## config.mk

```make
export PLATFORM = sky130hd
export DESIGN_NAME = uart_pixel_writer
export DESIGN_NICKNAME = d
export VERILOG_FILES = /design/src/rtl/uart_pixel_writer.sv
export SDC_FILE = /design/constraint.sdc
export NUM_CORES = 1
export LEC_CHECK = 0
export ABC_AREA = 1
export BUFFER_PORTS_ARGS = -buffer_cell sky130_fd_sc_hd__buf_2
export CORE_ASPECT_RATIO = 2
export CORE_MARGIN = 5
export CORE_UTILIZATION = 45
export CTS_CLUSTER_SIZE = 14
export DETAILED_ROUTE_END_ITERATION = 16
export HOLD_SLACK_MARGIN = 0.1
export SETUP_SLACK_MARGIN = 0.2
export SYNTH_ARGS = -nofsm -noshare
export SYNTH_HDL_FRONTEND = slang
export SYNTH_SLANG_ARGS = --single-unit
```

## constraint.sdc

```tcl
create_clock -name clk -period 2.95 [get_ports clk]
set_clock_uncertainty 0.05 [all_clocks]
set_input_delay 0.885 -clock clk [delete_from_list [all_inputs] [get_ports clk]]
set_output_delay 0.885 -clock clk [all_outputs]
set_load 0.02 [all_outputs]
```

## src/rtl/uart_pixel_writer.sv

```systemverilog
// UART byte stream to SDRAM pixel writer: clears memory at power-up,
// then packs high/low byte pairs into RGB565 words through a small FIFO.
module uart_pixel_writer #(
    parameter int          H_ACT      = 800,
    parameter int          V_ACT      = 480,
    parameter int          FIFO_DEPTH = 8,
    parameter int          CLR_PAGES  = 1,
    parameter logic [15:0] CLR_VALUE  = 16'h0000
) (
    input  logic        clk,
    input  logic        rst,
    input  logic [7:0]  rx_data,
    input  logic        rx_valid,
    input  logic        startup_inc,
    input  logic        FIFO_RD_req,
    output logic [15:0] FIFO_out,
    output logic        FIFO_full,
    output logic [2:0]  page_set,
    output logic [8:0]  row_add_user,
    output logic [9:0]  col_add_user,
    output logic        startup,
    output logic        fifo_ovf
);

    localparam int AW   = $clog2(FIFO_DEPTH);
    localparam int NPIX = H_ACT * V_ACT;
    localparam int PW   = $clog2(NPIX + 1);

    localparam logic [9:0]    COL_LAST  = 10'(H_ACT - 1);
    localparam logic [8:0]    ROW_LAST  = 9'(V_ACT - 1);
    localparam logic [2:0]    PAGE_LAST = 3'(CLR_PAGES - 1);
    localparam logic [PW-1:0] PIX_LAST  = PW'(NPIX - 1);
    localparam logic [AW:0]   CNT_FULL  = (AW + 1)'(FIFO_DEPTH);

    typedef enum logic [1:0] {S_CLEAR, S_IDLE, S_PAGE, S_RUN} state_t;

    state_t          state_q, state_d;
    logic [2:0]      page_q, page_d;
    logic [8:0]      row_q, row_d;
    logic [9:0]      col_q, col_d;
    logic            startup_q, startup_d;
    logic            ovf_q, ovf_d;
    logic [PW-1:0]   pix_q, pix_d;
    logic [7:0]      hi_q, hi_d;
    logic            hi_vld_q, hi_vld_d;
    logic [AW-1:0]   wr_q, wr_d;
    logic [AW-1:0]   rd_q, rd_d;
    logic [AW:0]     cnt_q, cnt_d;
    logic [15:0]     mem_q [FIFO_DEPTH];

    logic            push;
    logic            pop;
    logic            wr_en;
    logic [15:0]     push_word;

    always_comb begin
        state_d   = state_q;
        page_d    = page_q;
        row_d     = row_q;
        col_d     = col_q;
        startup_d = startup_q;
        ovf_d     = ovf_q;
        pix_d     = pix_q;
        hi_d      = hi_q;
        hi_vld_d  = hi_vld_q;
        wr_d      = wr_q;
        rd_d      = rd_q;
        cnt_d     = cnt_q;
        push      = 1'b0;
        push_word = {hi_q, rx_data};
        pop       = (state_q != S_CLEAR) && FIFO_RD_req && (cnt_q != '0);

        // Address walks raster order on every accepted SDRAM write
        if (startup_inc) begin
            if (col_q == COL_LAST) begin
                col_d = '0;
                if (row_q == ROW_LAST) begin
                    row_d = '0;
                    if (state_q == S_CLEAR) page_d = page_q + 3'd1;
                end else begin
                    row_d = row_q + 9'd1;
                end
            end else begin
                col_d = col_q + 10'd1;
            end
        end

        case (state_q)
            S_CLEAR: begin
                if (startup_inc && col_q == COL_LAST &&
                    row_q == ROW_LAST && page_q == PAGE_LAST) begin
                    state_d   = S_IDLE;
                    page_d    = '0;
                    startup_d = 1'b1;
                end
            end
            S_IDLE: begin
                if (rx_valid && rx_data == 8'hA5) state_d = S_PAGE;
            end
            S_PAGE: begin
                if (rx_valid) begin
                    page_d   = rx_data[2:0];
                    ovf_d    = 1'b0;
                    pix_d    = '0;
                    row_d    = '0;
                    col_d    = '0;
                    hi_vld_d = 1'b0;
                    state_d  = S_RUN;
                end
            end
            S_RUN: begin
                if (rx_valid) begin
                    if (!hi_vld_q) begin
                        hi_d     = rx_data;
                        hi_vld_d = 1'b1;
                    end else begin
                        push     = 1'b1;
                        hi_vld_d = 1'b0;
                        pix_d    = pix_q + 1'b1;
                        if (pix_q == PIX_LAST) state_d = S_IDLE;
                    end
                end
            end
            default: state_d = S_CLEAR;
        endcase

        // A pop frees the slot a same-cycle push needs, even when full
        wr_en = push && !(cnt_q == CNT_FULL && !pop);
        if (push && !wr_en) ovf_d = 1'b1;
        if (wr_en) wr_d = wr_q + 1'b1;
        if (pop)   rd_d = rd_q + 1'b1;
        if (wr_en && !pop)      cnt_d = cnt_q + 1'b1;
        else if (!wr_en && pop) cnt_d = cnt_q - 1'b1;
    end

    always_ff @(posedge clk) begin
        if (rst) begin
            state_q   <= S_CLEAR;
            page_q    <= '0;
            row_q     <= '0;
            col_q     <= '0;
            startup_q <= 1'b0;
            ovf_q     <= 1'b0;
            pix_q     <= '0;
            hi_q      <= '0;
            hi_vld_q  <= 1'b0;
            wr_q      <= '0;
            rd_q      <= '0;
            cnt_q     <= '0;
        end else begin
            state_q   <= state_d;
            page_q    <= page_d;
            row_q     <= row_d;
            col_q     <= col_d;
            startup_q <= startup_d;
            ovf_q     <= ovf_d;
            pix_q     <= pix_d;
            hi_q      <= hi_d;
            hi_vld_q  <= hi_vld_d;
            wr_q      <= wr_d;
            rd_q      <= rd_d;
            cnt_q     <= cnt_d;
        end
    end

    always_ff @(posedge clk) begin
        if (!rst && wr_en) mem_q[wr_q] <= push_word;
    end

    assign FIFO_out     = (state_q == S_CLEAR) ? CLR_VALUE : mem_q[rd_q];
    assign FIFO_full    = (state_q == S_CLEAR) || (cnt_q != '0);
    assign page_set     = page_q;
    assign row_add_user = row_q;
    assign col_add_user = col_q;
    assign startup      = startup_q;
    assign fifo_ovf     = ovf_q;

endmodule

```

# Yosys cells after proc, flatten, opt, wreduce, memory -nomap -nowiden
# Memory sizes are Yosys's and may differ from the RTL's. A register that Yosys moved wholly into a read port is not among the register bits.
# Index checks and enable logic that the tools add are counted.
# W data, S select, Z words.
# word_totals
regBits	64
mem_bits_rw	128
inputBits	13
output_inout_bits	41
word_cells	110
mem_count	1
# classes
n_addsub	8
eq_ne	14
mux	43
bitwise_logic	1
reduce_logical	31
# memory_table
name	words	width	rd	rd_clocked_by_memory_dff	write_ports	line_no	text
mem_q	8	16	1	1	1	49	logic [15:0] mem_q [FIFO_DEPTH];
# ops
operator	count
$mux W19	3
$mux W9	5
$mux W10	4
$pmux W19 S2	1
$mux W3	8
$add A19 B1 Y19 const B	1
$eq A19 B19 Y1 const B	1
$mux W16	1
$logic_and A1 B1 Y1	12
$mux W2	6
$ne A2 B2 Y1 const B	6
$add A10 B1 Y10 const B	1
$eq A10 B10 Y1 const B	1
$mux W1	10
$reduce_bool A2 Y1	5
$add A3 B1 Y3 const B	3
$add A9 B1 Y9 const B	1
$eq A9 B9 Y1 const B	1
$eq A8 B8 Y1 const B	1
$mux W4	2
$pmux W2 S4	1
$pmux W3 S2	1
$reduce_and A3 Y1	2
$reduce_and A6 Y1	1
14 further kinds	19

# Longest topological paths before layout
# Gate-level depths: netlist of run 1.
# depth
word_depth	11
mapped_depth	16

# Worst setup path before layout of run 1
# OpenSTA, ideal clock, no wires.
# synth_path
path_type	input -> register
from	in FIFO_RD_req
to	reg cnt_q[3]
t_arrival_ps	2581
setup_slack_ps	199
path_stages	15
path_buffers	0
path_cell_list	inv_1 -> nor2_1 -> nor3_1 -> nor3_4 -> ha_1 -> inv_1 -> ha_1 -> nand2_1 -> nand2_1 -> a21oi_1 -> nor2_1 -> nor2_1 -> nand2_1 -> o21ai_0 -> a21oi_1
# synth_via
elab_chain_cells	9
word_cells_on_any_way	11
# synth_lines
element	line_no	text
start, declared	15	input logic FIFO_RD_req,
$logic_and A1 B1 Y1 * (2 in a row)	71	pop = (state_q != S_CLEAR) && FIFO_RD_req && (cnt_q != '0);
$logic_not A1 Y1	128, 132	
$logic_and A1 B1 Y1	128	wr_en = push && !(cnt_q == CNT_FULL && !pop);
$logic_not A1 Y1	128	
$logic_and A1 B1 Y1	128	
$logic_not A1 Y1	133	else if (!wr_en && pop) cnt_d = cnt_q - 1'b1;
$logic_and A1 B1 Y1	133	
$reduce_bool A2 Y1 (no source line)	--	
end signal, assigned	162	cnt_q <= cnt_d;
end, declared	48	logic [AW:0] cnt_q, cnt_d;
# Mark *: on every way between the ends. The rest lies on a longest branch, timed or not.
# A chain may end at the register's enable or synchronous reset.

==> impl_metrics.json, run 1 <==
{
  "drc_errors": 0,
  "layout_commonest_cell": "nor2_1",
  "period_share_pct": 93.2,
  "grt_pass1_vias": 6279,
  "ys_seq_area_share_pct": 61.3,
  "dpl.hpwl_mm": 13.1,
  "hold_path_class": "reg2reg",
  "max_cap_viol_count": 0,
  "relSlewSlack_pct": 55.7,
  "pwr-share-clk_pct": 38.1,
  "die_area_um2": 21800,
  "switching_share_pct": 25.0,
  "antenna_found_initial": 0,
  "fin_nets": 985,
  "crit_type": "reg2out",
  "path_max_fanout": 8,
  "outcome": "finished clean",
  "fillerInstances": 1637,
  "first_iter_violations": 315,
  "numCtsBuffers": 17,
  "syn_nets": 892,
  "share_comb_of_total_power_pct": 14.8,
  "tritoncts": "done",
  "antenna_cells": 0,
  "synth.avg_cell_area_um2": 9.80,
  "endpoint_kind": "output pin",
  "fin_area_um2": 10400,
  "fin_setup_tns_ps": 0,
  "fp.coreArea_um2": 18700,
  "die_w_um": 107,
  "clock-sinks": 195,
  "row_count": 71,
  "clk_pin_slew_ps": 70,
  "power_density_nw_per_um2": 602,
  "syn_inst": 863,
  "p_int_mw": 4.72,
  "vias_per_cell": 5.40,
  "netSwitchingPower_mw": 1.57,
  "p_leak_nw": 3.87,
  "cts_buffer_depth": 2,
  "grt.overflow.total": 0,
  "place_congestion": 0.812,
  "first_pass_iters": 5,
  "placed_cell_area_um2": 9140,
  "slew_violations": 0,
  "port_buffers": 53,
  "wl_per_cell_um": 18.0,
  "startpoint_type": "flip-flop",
  "max_freq_mhz": 364,
  "period_minus_slack_ps": 2750,
  "tightest_slew_ps": 660,
  "syn_area_um2": 8460,
  "setup_viol_count_final": 0,
  "cp_data_arrival_time_ps": 1810,
  "start_util_pct": 45.3,
  "ys_ff_latch": 195,
  "synth_cell_types": 37,
  "num_io_pins": 54,
  "seqPwrFrac_pct": 47.0,
  "rsz0062_at_grt": "true",
  "clock_latency_ps": 420,
  "grt_usage_pct": 19.7,
  "drt_wl_total_mm": 21.3,
  "die_h_um": 204,
  "hold_violations": 0,
  "required_ps": 2020,
  "vias": 6406,
  "postRouteAntennaNets": 0,
  "ctsHoldBuffers": 0,
  "grt_max_degree": 33,
  "layout-drive-gt1-share_pct": 20.6,
  "cts_root_buf": "clkbuf_16",
  "grt_pass1_wl_mm": 32.7,
  "ir_worst_vdd_mv": 0.377,
  "syn_to_final_growth_pct": 23.5,
  "whs_ps": 420,
  "ctsHtreeMaxLevel": 4,
  "yosysWarnings": 0,
  "final_cell_mix": "142 x nor2_1, 128 x edfxtp_1, 96 x nand2_1"
}
## power by group through the flow
stage | logic, mW | registers (mW) | clock network (mW)
CTS | 0.905 | 2.96 | 2.44
finish | 0.932 | 2.96 | 2.40
global route | 1.02 | 2.96 | 2.56
detailed placement | 0.761 | 3.02 | 0
global placement | 0.753 | 3.02 | 0
floorplan | 0.462 | 3.02 | 0
## Yosys cell counts
| cell type | instances | area (um2) |
|---|---|---|
| a31oi_1 | 19 | 119 |
| nor2_4 | 4 | 45.0 |
| a211oi_2 | 1 | 12.5 |
| buf_2 | 8 | 40.0 |
| nand2_2 | 7 | 43.8 |
| a32o_1 | 1 | 10.0 |
| or2_4 | 1 | 8.76 |
| nor2_2 | 5 | 31.3 |
| edfxtp_1 | 128 | 3840 |
| nor3_2 | 4 | 40.0 |
| buf_6 | 1 | 11.3 |
| fa_1 | 1 | 20.0 |
| nor3_4 | 2 | 32.5 |
| nand3b_1 | 3 | 22.5 |
| o21a_1 | 1 | 7.51 |
| a21oi_1 | 43 | 215 |
| o21ai_0 | 103 | 515 |
| clkbuf_1 | 19 | 71.3 |
| xnor2_1 | 1 | 8.76 |
| nand3_1 | 27 | 135 |
| ha_1 | 15 | 188 |
| dfxtp_1 | 67 | 1340 |
| nand4_1 | 15 | 93.8 |
| nor4_1 | 1 | 6.26 |
| nor3_1 | 19 | 95.1 |
| inv_2 | 4 | 15.0 |
| nand2_1 | 96 | 360 |
| inv_1 | 76 | 285 |
| nor2_1 | 151 | 567 |
| buf_1 | 2 | 7.51 |
| nor3b_1 | 1 | 7.51 |
| o22ai_1 | 16 | 100 |
| o21ai_1 | 7 | 35.0 |
| a21oi_2 | 1 | 8.76 |
| nand3_2 | 2 | 20.0 |
| a211oi_1 | 1 | 7.51 |
| xor2_1 | 10 | 87.6 |
## final timing paths
path / endpoint / slack [ps] / depth (start not counted) / start
max reg2reg: cnt_q[3] / 400 / 17 / state_q[1]
min: startup / 420 / 1 / startup
max: FIFO_out[1] / 200 / 7 / flip-flop
min reg2reg: startup / 420 / 1 / startup
## stage by stage
| stage | std cells | setup WS [ps] | util, % | power [mW] |
|---|---|---|---|---|
| finish | 1187 | 202 | 56.0 | 6.29 |
| global route | 1187 | 91.2 | 56.0 | 6.54 |
| CTS | 1177 | 184 | 54.1 | 6.30 |
| detailed placement | 1132 | 117 | 49.0 | 3.78 |
| global placement | 1132 | 172 | 49.0 | 3.77 |
| floorplan | 863 | 245 | - | 3.49 |
## critical path, stage by stage, from the launching register on
cell and delay [ps]:
dfxtp_4 450, buf_6 150, clkbuf_16 160, nor2_1 50, nor2_1 70, o21ai_0 100, a31oi_2 240, buf_4 180
## sequential cells by signal, indices dropped and copies added (netlist names), 2 cells and up, named ones only
register,flops
mem_q,128
hi_q,8
page_set,3
wr_q,3
col_add_user,10
pix_q,19
cnt_q,4
rd_q,3
state_q,2
row_add_user,9
## per-layer routing
metal  up-vias  share of wire [%]  GRT usage (%)
met5         -                  0              0
met4         0                3.4           7.18
met3        44                3.9           3.35
met2       158                 57           38.6
met1      3043                 35           20.4
li1       3161                  -              -
## cell families after synthesis
kind of cell	count (synthesis)	synth area share [%]
and+or+nand+nor	338	17.8
DFF	195	61.3
AOI/OAI and AO/OA	193	12.2
buffers and inverters	110	5.09
adders and majority gates	16	2.46
xor gates and xnor gates	11	1.14
## what timing repair did
item                                    4_1_cts  5_1_grt
pin swaps                                     1       33
gates resized for setup                      37       81
endpoints found under the setup margin       17       17
cloned                                        6        6
setup buffers                                 8        4
## layout make-up
type / count / area, um2 / area share (%)
Clock buffer: 17 / 425 / 4.07
Clock inverter: 14 / 189 / 1.81
Inverter: 80 / 315 / 3.02
Multi-Input combinational cell: 558 / 2960 / 28.4
Sequential cell: 195 / 5190 / 49.7
Tap cell: 219 / 274 / 2.62
Timing Repair Buffer: 104 / 1090 / 10.4
Note: power is estimated with default switching activity, not from simulation.
==> run 2: changes to the inputs <==
==> constraint.sdc (replaced) <==
create_clock -name clk -period 2.8 [get_ports clk]
set_clock_uncertainty 0.05 [all_clocks]
set_input_delay 0.84 -clock clk [delete_from_list [all_inputs] [get_ports clk]]
set_output_delay 0.84 -clock clk [all_outputs]
set_load 0.02 [all_outputs]
==> impl_metrics.json, run 2 (synthesis results as in run 1) <==
{
  "outcome": "finished clean",
  "period_share_pct": 97.5,
  "startpoint_type": "flip-flop",
  "grt_util_met3_pct": 3.13,
  "syn_to_final_growth_pct": 22.4,
  "largest_reg_flops": 128,
  "utilization_pct": 55.5,
  "drt_wl_total_mm": 21.1,
  "vias_per_cell": 5.35,
  "grt_pass1_wl_mm": 33.7,
  "hold_violations": 0,
  "met2_usage_pct": 40.1,
  "ctsHoldBuffers": 0,
  "fin_setup_tns_ps": 0,
  "first_iter_violations": 286,
  "timing.rr.end": "cnt_q[3]",
  "endpoint_kind": "output pin",
  "path_max_fanout": 15,
  "required_ps": 1910,
  "relSlewSlack_pct": 76.4,
  "fp.coreArea_um2": 18700,
  "r2r-start": "state_q[0]",
  "hold_path_class": "reg2reg",
  "r2r_cells": 17,
  "first_pass_iters": 4,
  "row_count": 71,
  "cp-endpoint": "FIFO_out[1]",
  "period_minus_slack_ps": 2730,
  "numCtsBuffers": 17,
  "die_h_um": 204,
  "cp_data_arrival_time_ps": 1840,
  "slew_violations": 0,
  "wl_per_cell_um": 17.7,
  "clock_latency_ps": 440,
  "p_leak_nw": 3.87,
  "start_util_pct": 45.3,
  "layout_commonest_cell": "nor2_1",
  "ff2ff_setup_slack_ps": 310,
  "final_cell_mix": "148 x nor2_1, 128 x edfxtp_1, 96 x nand2_1",
  "grt_pass1_vias": 6424,
  "vias": 6379,
  "use_met1_pct": 21.0,
  "antenna_cells": 0,
  "die_area_um2": 21800,
  "drc_errors": 0,
  "setup_viol_count_final": 0,
  "clk_pin_slew_ps": 70,
  "min-delay-start": "pix_q[12]",
  "ctsHtreeMaxLevel": 4,
  "num_io_pins": 54,
  "port_buffers": 53,
  "antenna_found_initial": 0,
  "power_density_nw_per_um2": 622,
  "place_congestion": 0.794,
  "grt.overflow.total": 0,
  "cts_buffer_depth": 2,
  "max_cap_viol_count": 0,
  "ir_worst_vdd_mv": 0.388,
  "postRouteAntennaNets": 0,
  "clock-sinks": 195,
  "whs_ps": 425,
  "regMostFlops": "mem_q",
  "layout-drive-gt1-share_pct": 19.2,
  "crit_type": "reg2out",
  "dpl.hpwl_mm": 13.5,
  "tightest_slew_ps": 352,
  "tritoncts": "done",
  "grt_usage_pct": 20.4,
  "grt_max_degree": 33,
  "die_w_um": 107,
  "fin_nets": 989,
  "cts_root_buf": "clkbuf_16",
  "max_freq_mhz": 366,
  "grt_busiest_layer": "met2",
  "rsz0062_at_grt": "true"
}
==> run 2: worst min-delay path by stage <==
stage,slack (ps),to,cells after the start
global placement,410,pix_q[12],2
finish,430,pix_q[12],2
floorplan,380,pix_q[12],2
CTS,430,pix_q[12],2
global route,460,hi_vld_q,2
detailed placement,400,startup,1
==> run 2: area by class of cell <==
| type | count | area [um2] |
|---|---|---|
| clock buffer | 17 | 425 |
| clock inverter | 15 | 144 |
| fill | 1711 | 8300 |
| inverter | 80 | 310 |
| multi-input combinational | 558 | 2900 |
| sequential | 195 | 5190 |
| tap | 219 | 274 |
| timing repair buffer | 108 | 1100 |
==> run 2: repair_timing <==
| item | in CTS | in global routing |
|---|---|---|
| gates resized for setup | 56 | 19 |
| buffers inserted | 12 | 2 |
| hold endpoints to repair | 0 | 0 |
| endpoints found under the setup margin | 18 | 17 |
| cloned | 7 | 2 |
| pin swaps | 5 | 8 |
==> run 2: routing by layer <==
metal  vias to the layer above  share of wire [%]  routed length (um)
li1                       3182                  -                   -
met1                      2997                 35                7400
met2                       161                 58               12200
met3                        39                4.0                 850
met4                         0                3.4                 709
met5                         -                  0                   0
==> run 2: per-stage QoR <==
stage,instance area [um2],instances,power (mW),setup slack [ps]
3_5_place_dp,9270,1137,3.99,36.8
5_1_grt,10400,1192,6.70,-18.7
3_3_place_gp,9270,1137,3.98,53.0
4_1_cts,10200,1188,6.48,65.4
2_1_floorplan,8460,863,3.67,140
6_report,10400,1192,6.44,69.4
==> run 2: where the power goes <==
group          internal, mW  switching [mW]
sequential             3.08          0.0302
combinational         0.380           0.594
clock                  1.25            1.11
==> run 2: worst max-delay path, cell delays in order, from the launching register on <==
cell	delay [ps]
dfxtp_4	390
inv_8	110
buf_12	140
nor2_1	50
o22ai_1	200
o21ai_0	100
a31oi_1	230
buf_4	190
==> run 3: changes to the inputs <==
--- a/config.mk
+++ b/config.mk
@@ -9,10 +9,11 @@
 export BUFFER_PORTS_ARGS = -buffer_cell sky130_fd_sc_hd__buf_2
 export CORE_ASPECT_RATIO = 2
 export CORE_MARGIN = 5
-export CORE_UTILIZATION = 45
+export CORE_UTILIZATION = 40
 export CTS_CLUSTER_SIZE = 14
 export DETAILED_ROUTE_END_ITERATION = 16
 export HOLD_SLACK_MARGIN = 0.1
+export MAX_ROUTING_LAYER = met4
 export SETUP_SLACK_MARGIN = 0.2
 export SYNTH_ARGS = -nofsm -noshare
 export SYNTH_HDL_FRONTEND = slang
==> impl_metrics.json, run 3 (synthesis results as in run 1) <==
{
  "outcome": "finished clean",
  "period_share_pct": 97.3,
  "max_cap_viol_count": 0,
  "ctsHoldBuffers": 0,
  "postRouteAntennaNets": 0,
  "share_comb_of_total_power_pct": 14.8,
  "fp.coreArea_um2": 20900,
  "tightest_slew_ps": 388,
  "first_iter_violations": 246,
  "cts_root_buf": "clkbuf_16",
  "place_congestion": 0.811,
  "drt_wl_total_mm": 21.2,
  "die_w_um": 113,
  "port_buffers": 53,
  "finalPower_mw": 6.48,
  "seqPwrFrac_pct": 48.1,
  "hold_violations": 0,
  "fin_nets": 994,
  "regMostFlops": "mem_q",
  "grt_pass1_wl_mm": 33.8,
  "required_ps": 1910,
  "power_density_nw_per_um2": 614,
  "syn_to_final_growth_pct": 24.7,
  "netSwitchingPower_mw": 1.66,
  "ctsHtreeMaxLevel": 4,
  "grt.overflow.total": 0,
  "startpoint_type": "flip-flop",
  "placed_cells": 1190,
  "layout_commonest_cell": "nor2_1",
  "largest_reg_flops": 128,
  "pwr-share-clk_pct": 37.0,
  "grt_usage_pct": 18.6,
  "numCtsBuffers": 17,
  "dpl.hpwl_mm": 13.7,
  "tritoncts": "done",
  "first_pass_iters": 4,
  "max_freq_mhz": 367,
  "die_h_um": 216,
  "start_util_pct": 40.4,
  "slew_violations": 0,
  "whs_ps": 411,
  "grt_pass1_vias": 6453,
  "layoutNonFillerInstCount": 1249,
  "layout-drive-gt1-share_pct": 20.7,
  "path_max_fanout": 16,
  "die_area_um2": 24300,
  "p_int_mw": 4.81,
  "vias_per_cell": 5.13,
  "rsz0062_at_grt": "true",
  "relSlewSlack_pct": 74.2,
  "vias": 6410,
  "hold_path_class": "reg2reg",
  "final_cell_mix": "139 x nor2_1, 128 x edfxtp_1, 96 x nand2_1",
  "num_io_pins": 54,
  "clk_pin_slew_ps": 70,
  "crit_type": "reg2out",
  "clock_latency_ps": 440,
  "endpoint_kind": "output pin",
  "cp_data_arrival_time_ps": 1830,
  "cts_buffer_depth": 2,
  "grt_max_degree": 33,
  "fin_setup_tns_ps": 0,
  "placed_cell_area_um2": 9360,
  "switching_share_pct": 25.7,
  "setup_viol_count_final": 0,
  "wl_per_cell_um": 17.0,
  "antenna_found_initial": 2,
  "period_minus_slack_ps": 2720,
  "p_leak_nw": 3.92,
  "drc_errors": 0,
  "row_count": 75,
  "holdPathStages": 2,
  "ir_worst_vdd_mv": 0.407,
  "clock-sinks": 195,
  "r2r_cells": 16,
  "fin_area_um2": 10600
}
[run 3: cell count changes in the layout (fill, tap and decap cells not counted), moves of 4 or more]
cell and change:
o21ai_0 -20, o21ai_1 +16, nor2_1 -9, nor2_2 +7, buf_4 +4, o21ai_2 +4
[run 3: power groups by stage]
stage	logic, mW	registers [mW]	clock network (mW)
3_3_place_gp	0.797	3.18	0
3_5_place_dp	0.807	3.19	0
5_1_grt	1.06	3.12	2.59
6_report	0.960	3.12	2.40
4_1_cts	0.943	3.12	2.46
2_1_floorplan	0.487	3.19	0
[run 3: worst paths after layout]
path / end / slack, ps / from
max: FIFO_out[3] / 80 / flip-flop
min: pix_q[12] / 410 / pix_q[12]
max reg2reg: cnt_q[3] / 430 / state_q[1]
min reg2reg: pix_q[12] / 410 / pix_q[12]
[run 3: worst max-delay path, cell delays in order (launching register included)]
cell,delay [ps]
dfxtp_4,400
inv_8,120
bufbuf_16,300
o21ai_0,100
a31oi_1,280
buf_4,200
[run 3: final cells by class]
cell class | count | area (um2)
diodes | 2 | 5.00
clock buffers | 21 | 450
clock inverters | 11 | 130
fillers | 1931 | 10400
inverters | 80 | 310
multi-input cells | 558 | 2940
flip-flops and latches | 195 | 5200
well taps | 269 | 337
repair buffers | 113 | 1180
[run 3: routing by layer]
metal | vias to the layer above | wire [um] | global-route usage (%)
met5 | - | 0 | -
met3 | 30 | 648 | 3.76
met4 | 0 | 502 | 6.50
met1 | 3094 | 7430 | 17.8
li1 | 3180 | - | -
met2 | 106 | 12600 | 35.8
[run 3: per-stage QoR]
| step | util, % | worst slack (ps) |
|---|---|---|
| 6_report | 50.4 | 75.7 |
| 5_1_grt | 50.4 | -31.7 |
| 4_1_cts | 50.0 | 66.2 |
| 3_5_place_dp | 44.7 | -67.7 |
| 3_3_place_gp | 44.7 | -37.9 |
| 2_1_floorplan | - | 140 |
[run 3: timing repair]
item | 4_1_cts | 5_1_grt
pin swaps | 18 | 12
buffers inserted | 12 | 5
gates cloned | 8 | 0
endpoints found under the setup margin | 19 | 18
resized for setup | 83 | 28
